`config.mk`:
```
export PLATFORM = sky130hd
export DESIGN_NAME = slave_port
export DESIGN_NICKNAME = d
export VERILOG_FILES = /design/src/rtl/system_bus_pkg.sv /design/src/rtl/serial_rx_shifter.sv /design/src/rtl/slave_port.sv
export SDC_FILE = /design/constraint.sdc
export NUM_CORES = 1
export LEC_CHECK = 0
export ABC_AREA = 1
export BUFFER_PORTS_ARGS = -buffer_cell sky130_fd_sc_hd__buf_4
export CORE_UTILIZATION = 56
export CTS_BUF_LIST = sky130_fd_sc_hd__clkbuf_4 sky130_fd_sc_hd__clkbuf_8
export DETAILED_ROUTE_END_ITERATION = 8
export PLACE_DENSITY_LB_ADDON = 0.1
export SLEW_MARGIN = 5
export SYNTH_ARGS = -nofsm -noshare
export SYNTH_HDL_FRONTEND = slang
export SYNTH_HIERARCHICAL = 1
export SYNTH_SLANG_ARGS = --single-unit
```
`constraint.sdc`:
```
create_clock -name clk -period 2.1 [get_ports clk]
set_input_delay 0.42 -clock clk [delete_from_list [all_inputs] [get_ports clk]]
set_output_delay 0.42 -clock clk [all_outputs]
set_load 0.03 [all_outputs]
```
`src/rtl/system_bus_pkg.sv`:
```
`default_nettype none
// ============================================================================
// Module      : system_bus_pkg
// Description : Shared widths, state encoding and helpers for the serial bus.
// Revision    : 1.0 - initial release
// ============================================================================
package system_bus_pkg;

  localparam int c_ADDR_WIDTH  = 12;
  localparam int c_DATA_WIDTH  = 8;
  localparam int c_BURST_WIDTH = 13;

  localparam logic [2:0] c_ST_IDLE    = 3'd0;
  localparam logic [2:0] c_ST_RX_HDR  = 3'd1;
  localparam logic [2:0] c_ST_WR_DATA = 3'd2;
  localparam logic [2:0] c_ST_WR_MEM  = 3'd3;
  localparam logic [2:0] c_ST_RD_MEM  = 3'd4;
  localparam logic [2:0] c_ST_RD_TX   = 3'd5;
  localparam logic [2:0] c_ST_DONE    = 3'd6;

  typedef enum logic [2:0] {
    ST_IDLE    = c_ST_IDLE,
    ST_RX_HDR  = c_ST_RX_HDR,
    ST_WR_DATA = c_ST_WR_DATA,
    ST_WR_MEM  = c_ST_WR_MEM,
    ST_RD_MEM  = c_ST_RD_MEM,
    ST_RD_TX   = c_ST_RD_TX,
    ST_DONE    = c_ST_DONE
  } state_t;

  function automatic int max_int(input int a, input int b);
    return (a > b) ? a : b;
  endfunction

endpackage
`default_nettype wire

```
`src/rtl/serial_rx_shifter.sv`:
```
`default_nettype none
// ============================================================================
// Module      : serial_rx_shifter
// Description : LSB-first serial-in parallel-out shifter, shifts on enable.
// Revision    : 1.0 - initial release
// ============================================================================
module serial_rx_shifter #(
  parameter int WIDTH = 8
) (
  input  logic             clk,
  input  logic             reset,
  input  logic             shift_en,
  input  logic             bit_in,
  output logic [WIDTH-1:0] value
);

  logic [WIDTH-1:0] r_q;
  logic [WIDTH-1:0] w_next;

  generate
    if (WIDTH > 1) begin : g_multi
      assign w_next = {bit_in, r_q[WIDTH-1:1]};
    end else begin : g_single
      assign w_next = bit_in;
    end
  endgenerate

  always_ff @(posedge clk) begin
    if (!reset) begin
      r_q <= '0;
    end else if (shift_en) begin
      r_q <= w_next;
    end
  end

  // Includes the bit arriving this cycle so the final bit is usable immediately.
  assign value = shift_en ? w_next : r_q;

endmodule
`default_nettype wire

```
`src/rtl/slave_port.sv`:
```
`default_nettype none
// ============================================================================
// Module      : slave_port
// Description : Serial bus slave; deserialises requests, drives local memory,
//               serialises read data back with a valid/ready handshake.
// Revision    : 1.0 - initial release
// ============================================================================
module slave_port
  import system_bus_pkg::*;
#(
  parameter int ADDR_WIDTH  = c_ADDR_WIDTH,
  parameter int DATA_WIDTH  = c_DATA_WIDTH,
  parameter int BURST_WIDTH = c_BURST_WIDTH
) (
  input  logic                  clk,
  input  logic                  reset,
  input  logic                  master_valid,
  input  logic                  write_en,
  input  logic                  read_en,
  input  logic                  rx_address,
  input  logic                  rx_burst_number,
  input  logic                  rx_data,
  input  logic                  master_ready,
  output logic                  slave_ready,
  output logic                  slave_valid,
  output logic                  tx_data,
  output logic                  slave_tx_done,
  output logic                  done,
  output logic [ADDR_WIDTH-1:0] mem_address,
  output logic [DATA_WIDTH-1:0] mem_wdata,
  output logic                  mem_write,
  output logic                  mem_read,
  input  logic [DATA_WIDTH-1:0] mem_rdata,
  input  logic                  mem_ready
);

  localparam int c_HDR_LEN = max_int(ADDR_WIDTH, BURST_WIDTH);
  localparam int c_CNT_W   = $clog2(max_int(c_HDR_LEN, DATA_WIDTH) + 1);

  localparam logic [c_CNT_W-1:0] c_HDR_LAST   = c_CNT_W'(c_HDR_LEN - 1);
  localparam logic [c_CNT_W-1:0] c_DATA_LAST  = c_CNT_W'(DATA_WIDTH - 1);
  localparam logic [c_CNT_W-1:0] c_ADDR_BITS  = c_CNT_W'(ADDR_WIDTH);
  localparam logic [c_CNT_W-1:0] c_BURST_BITS = c_CNT_W'(BURST_WIDTH);

  state_t                 r_state;
  logic                   r_is_write;
  logic [c_CNT_W-1:0]     r_cnt;
  logic [BURST_WIDTH-1:0] r_words;
  logic [DATA_WIDTH-1:0]  r_tx_shift;

  logic                   w_start;
  logic                   w_hdr_bit;
  logic                   w_hdr_last;
  logic                   w_is_write;
  logic                   w_addr_shift;
  logic                   w_burst_shift;
  logic                   w_data_shift;
  logic                   w_last_word;
  logic [ADDR_WIDTH-1:0]  w_addr;
  logic [BURST_WIDTH-1:0] w_burst;
  logic [DATA_WIDTH-1:0]  w_wdata;

  // The qualifying IDLE cycle already carries header bit 0.
  assign w_start       = (r_state == ST_IDLE) && master_valid && (write_en ^ read_en);
  assign w_hdr_bit     = w_start || ((r_state == ST_RX_HDR) && master_valid);
  assign w_hdr_last    = w_hdr_bit && (r_cnt == c_HDR_LAST);
  assign w_is_write    = (r_state == ST_IDLE) ? write_en : r_is_write;
  assign w_addr_shift  = w_hdr_bit && (r_cnt < c_ADDR_BITS);
  assign w_burst_shift = w_hdr_bit && (r_cnt < c_BURST_BITS);
  assign w_data_shift  = (r_state == ST_WR_DATA) && master_valid;
  assign w_last_word   = (r_words == '0);

  assign tx_data       = r_tx_shift[0];
  assign slave_tx_done = (r_state == ST_RD_TX) && master_ready && (r_cnt == c_DATA_LAST);

  serial_rx_shifter #(.WIDTH(ADDR_WIDTH)) u_addr_shifter (
    .clk(clk), .reset(reset), .shift_en(w_addr_shift), .bit_in(rx_address), .value(w_addr)
  );

  serial_rx_shifter #(.WIDTH(BURST_WIDTH)) u_burst_shifter (
    .clk(clk), .reset(reset), .shift_en(w_burst_shift), .bit_in(rx_burst_number), .value(w_burst)
  );

  serial_rx_shifter #(.WIDTH(DATA_WIDTH)) u_data_shifter (
    .clk(clk), .reset(reset), .shift_en(w_data_shift), .bit_in(rx_data), .value(w_wdata)
  );

  always_ff @(posedge clk) begin
    if (!reset) begin
      r_state     <= ST_IDLE;
      r_is_write  <= 1'b0;
      r_cnt       <= '0;
      r_words     <= '0;
      r_tx_shift  <= '0;
      slave_ready <= 1'b1;
      slave_valid <= 1'b0;
      done        <= 1'b0;
      mem_address <= '0;
      mem_wdata   <= '0;
      mem_write   <= 1'b0;
      mem_read    <= 1'b0;
    end else begin
      done <= 1'b0;
      case (r_state)
        ST_IDLE, ST_RX_HDR: begin
          if (w_hdr_bit) begin
            slave_ready <= 1'b0;
            r_is_write  <= w_is_write;
            if (w_hdr_last) begin
              r_cnt       <= '0;
              mem_address <= w_addr;
              r_words     <= w_burst;
              if (w_is_write) begin
                r_state <= ST_WR_DATA;
              end else begin
                r_state  <= ST_RD_MEM;
                mem_read <= 1'b1;
              end
            end else begin
              r_cnt   <= r_cnt + c_CNT_W'(1);
              r_state <= ST_RX_HDR;
            end
          end
        end
        ST_WR_DATA: begin
          if (w_data_shift) begin
            if (r_cnt == c_DATA_LAST) begin
              r_cnt     <= '0;
              mem_wdata <= w_wdata;
              mem_write <= 1'b1;
              r_state   <= ST_WR_MEM;
            end else begin
              r_cnt <= r_cnt + c_CNT_W'(1);
            end
          end
        end
        ST_WR_MEM: begin
          if (mem_ready) begin
            mem_write   <= 1'b0;
            mem_address <= mem_address + ADDR_WIDTH'(1);
            if (w_last_word) begin
              r_state <= ST_DONE;
              done    <= 1'b1;
            end else begin
              r_words <= r_words - BURST_WIDTH'(1);
              r_state <= ST_WR_DATA;
            end
          end
        end
        ST_RD_MEM: begin
          if (mem_ready) begin
            mem_read    <= 1'b0;
            r_tx_shift  <= mem_rdata;
            slave_valid <= 1'b1;
            r_state     <= ST_RD_TX;
          end
        end
        ST_RD_TX: begin
          if (master_ready) begin
            // Zero fill leaves tx_data low once the word has been sent.
            r_tx_shift <= r_tx_shift >> 1;
            if (r_cnt == c_DATA_LAST) begin
              r_cnt       <= '0;
              slave_valid <= 1'b0;
              mem_address <= mem_address + ADDR_WIDTH'(1);
              if (w_last_word) begin
                r_state <= ST_DONE;
                done    <= 1'b1;
              end else begin
                r_words  <= r_words - BURST_WIDTH'(1);
                r_state  <= ST_RD_MEM;
                mem_read <= 1'b1;
              end
            end else begin
              r_cnt <= r_cnt + c_CNT_W'(1);
            end
          end
        end
        ST_DONE: begin
          slave_ready <= 1'b1;
          r_state     <= ST_IDLE;
        end
        default: begin
          r_state <= ST_IDLE;
        end
      endcase
    end
  end

endmodule
`default_nettype wire

```
==> results.sh <==
export IMPL_die_x_um=96.3
export IMPL_cp_required_ns=1.68
export IMPL_ys_seq_elements=87
export IMPL_antenna_found_initial=0
export IMPL_seq_area_frac_synth_pct=35.0
export IMPL_yosysWarnings=6
export IMPL_die_h_um=96.3
export IMPL_cap_violations=0
export IMPL_fp_row_count=34
export IMPL_crit_chain="ha_1 -> nand2_1 -> nor2_2 -> buf_4 -> inv_1 -> nor2_2 -> buf_6"
export IMPL_slew_headroom_pct=61.8
export IMPL_hold_path_class="in2reg"
export IMPL_vias_per_cell=5.00
export IMPL_synth_most_common_cell="nand2_1"
export IMPL_antenna_cells=0
export IMPL_synth_top_cell_by_area="dfxtp_1"
export IMPL_wl_um=11300
export IMPL_place_hpwl_um=8120
export IMPL_layout_drive_gt1_share_pct=19.9
export IMPL_cp_start_kind="register"
export IMPL_fmax_mhz=497
export IMPL_cp_arrival_ns=1.59
export IMPL_clk_latency_ns=0.35
export IMPL_slew_viol_final=0
export IMPL_finalSetupTns_ns=0
export IMPL_async_flop_share_pct=0
export IMPL_n_fill_cell=809
export IMPL_syn_inst=795
export IMPL_gr_total_overflow=0
export IMPL_ff2ff_setup_slack_ns=0.22
export IMPL_synth_area_leaders="dfxtp_1, nand2_1, inv_1, nor2_1, nand2_2"
export IMPL_seq_area_um2=1740
export IMPL_grt_max_degree=26
export IMPL_multi_input_area_um2=2610
export IMPL_pre_cts_slack_ns=0.0324
export IMPL_nets=872
export IMPL_cp_top_family="buffers and inverters"
export IMPL_cts_root_buf="clkbuf_8"
export IMPL_drt_initial_drc_count=263
export IMPL_syn_area_um2=4980
export IMPL_p_per_area_nw_per_um2=611
export IMPL_setup_ws_ns=0.0883
export IMPL_path_common_cell="nor2_2"
export IMPL_synthTopCellsByCount="nand2_1, inv_1, nor2_1, dfxtp_1, o21ai_0"
export IMPL_numPortBuffers=44
export IMPL_min_period_ns=2.01
export IMPL_irDropWorstVdd_mv=0.345
export IMPL_crit_slowest_cell="dfxtp_2"
export IMPL_start_util_pct=57.3
export IMPL_die_area_um2=9270
export IMPL_postRouteAntennaNets=0
export IMPL_status="completed"
export IMPL_via_count=4806
export IMPL_grt_usage_pct=25.9
export IMPL_tightest_slew_ns=0.572
export IMPL_cts_sinks=87
export IMPL_syn_num_nets=817
export IMPL_setup_viol=0
export IMPL_rsz0062_at_grt="yes"
export IMPL_grt_pass1_vias=4283
export IMPL_hold_buffers=0
export IMPL_hold_viol=0
export IMPL_cp_max_fo=4
export IMPL_grt_pass1_wl_um=18900
export IMPL_htree_levels=3
export IMPL_synth_edff_count=0
export IMPL_drt_pass1_iter_count=5
export IMPL_area_delta_synth_final_pct=15.2
export IMPL_synth_main_ff_cell="dfxtp_1"
export IMPL_drc=0
export IMPL_syn_area_per_cell_um2=6.26
export IMPL_core_area_um2=8680
export IMPL_place_congestion=0.929
export IMPL_hold_ws_ns=0.338
export IMPL_min_period_over_period_pct=95.8
export IMPL_leakagePower_nw=3.00
export IMPL_path_buf_inv=3
export IMPL_slowest_delay_ns=0.36
export IMPL_pin_count=45
export IMPL_cts_tree="done"
export IMPL_wl_per_cell_um=11.8
export IMPL_cts_max_path_buffers=2
export IMPL_clock_skew_ns=0.00906
export IMPL_cts_made_buffers=9
export IMPL_cp_end_kind="primary output"
export IMPL_synth_cell_types=32
export IMPL_synth_top_area_share_pct=35.0
export IMPL_critPathKind="reg2out"
export IMPL_cts_reportedPaths_clkPinSlew_ns=0.09
## power breakdown
group | internal [W] | total, W | switching, W | leakage, nW
registers | 0.00170 | 0.00171 | 0.0000150 | 0.707
logic | 0.000176 | 0.000486 | 0.000310 | 2.19
clock network | 0.000724 | 0.00130 | 0.000577 | 0.110
total | 0.00260 | 0.00350 | 0.000902 | 3.00
## worst reg2reg max path, stage by stage (launching register included)
cell and delay, ns:
dfxtp_1 0.36, inv_2 0.13, nand2_1 0.13, nor2_4 0.15, nand2_2 0.10, a21oi_2 0.12
buf_6 0.16, inv_4 0.11, nand2_2 0.08, nand2_2 0.05, inv_1 0.05, nor2_1 0.03
o21bai_1 0.15, nand3_1 0.08, nand2_1 0.05, nor2_1 0.09
## per-stage QoR
step | power, W | area (um^2) | instances | utilization [%]
floorplan | 0.00212 | 4980 | 795 | -
global placement | 0.00221 | 5420 | 941 | 62.4
detailed placement | 0.00222 | 5420 | 941 | 62.4
CTS | 0.00353 | 5640 | 956 | 65.0
global route | 0.00368 | 5730 | 962 | 66.0
finish | 0.00350 | 5730 | 962 | 66.0
## cell type report
class                      instances  share of cell area [%]
inverter                         132                    8.69
tap                              108                    2.36
multi-input combinational        553                    45.5
sequential                        87                    30.4
clock buffer                      12                    2.66
clock inverter                     3                    1.18
timing repair buffer              67                    9.13
## sequential cells by signal (all words and copies together), names as in the netlist, 3 cells and up
name                 cells
r_words                 13
u_burst_shifter/r_q     13
r_cnt                    4
u_addr_shifter/r_q      12
u_data_shifter/r_q       8
r_state                  3
mem_wdata                8
mem_address             12
r_tx_shift               8
## logic make-up after synthesis
kind of cell / Yosys count / synth area share (%)
muxes: 4 / 0.805
DFF: 87 / 35.0
adders and majority gates: 4 / 1.01
and+or+nand+nor: 456 / 40.4
AOI/OAI and AO/OA: 85 / 9.03
xor gates and xnor gates: 4 / 0.704
buffers and inverters: 155 / 13.0
## metal layers
metal	global-route usage, %	vias up	wire [um]
met3	4.82	12	548
met4	6.84	0	123
met2	43.0	112	5300
met1	34.4	2168	5360
li1	-	2514	-
met5	0	-	0
## cells in the final DEF (no fill, tap or decap), drive strengths merged
cell	synthesis	routed
xor2	2	2
nand2	263	263
clkbuf	5	12
clkinvlp	0	1
o21bai	3	3
mux2i	4	4
buf	18	67
nor2	140	140
nand3	38	38
ha	4	4
or2	3	3
bufinv	0	2
xnor2	2	2
a21oi	30	30
nand4	8	8
nor3	2	2
a31oi	7	7
nor4	1	1
o21ai	44	44
inv	132	132
o311ai	1	1
nor2b	1	1
dfxtp	87	87
## path summary, 6_finish.rpt
path / from / end / cells after the start
worst min register to register: mem_read / mem_read / 2
worst max register to register: r_state[1] / r_words[7] / 15
worst max-delay path: r_cnt[1] / slave_tx_done / 7
worst min-delay path: mem_rdata[0] / r_tx_shift[0] / 3
## timing repair
item / CTS / global route
buffers inserted: 0 / 6
setup endpoints to repair: 1 / 24
gates resized for setup: 2 / 11
pin swaps: 0 / 2
Note: power is estimated with default switching activity, not from simulation.
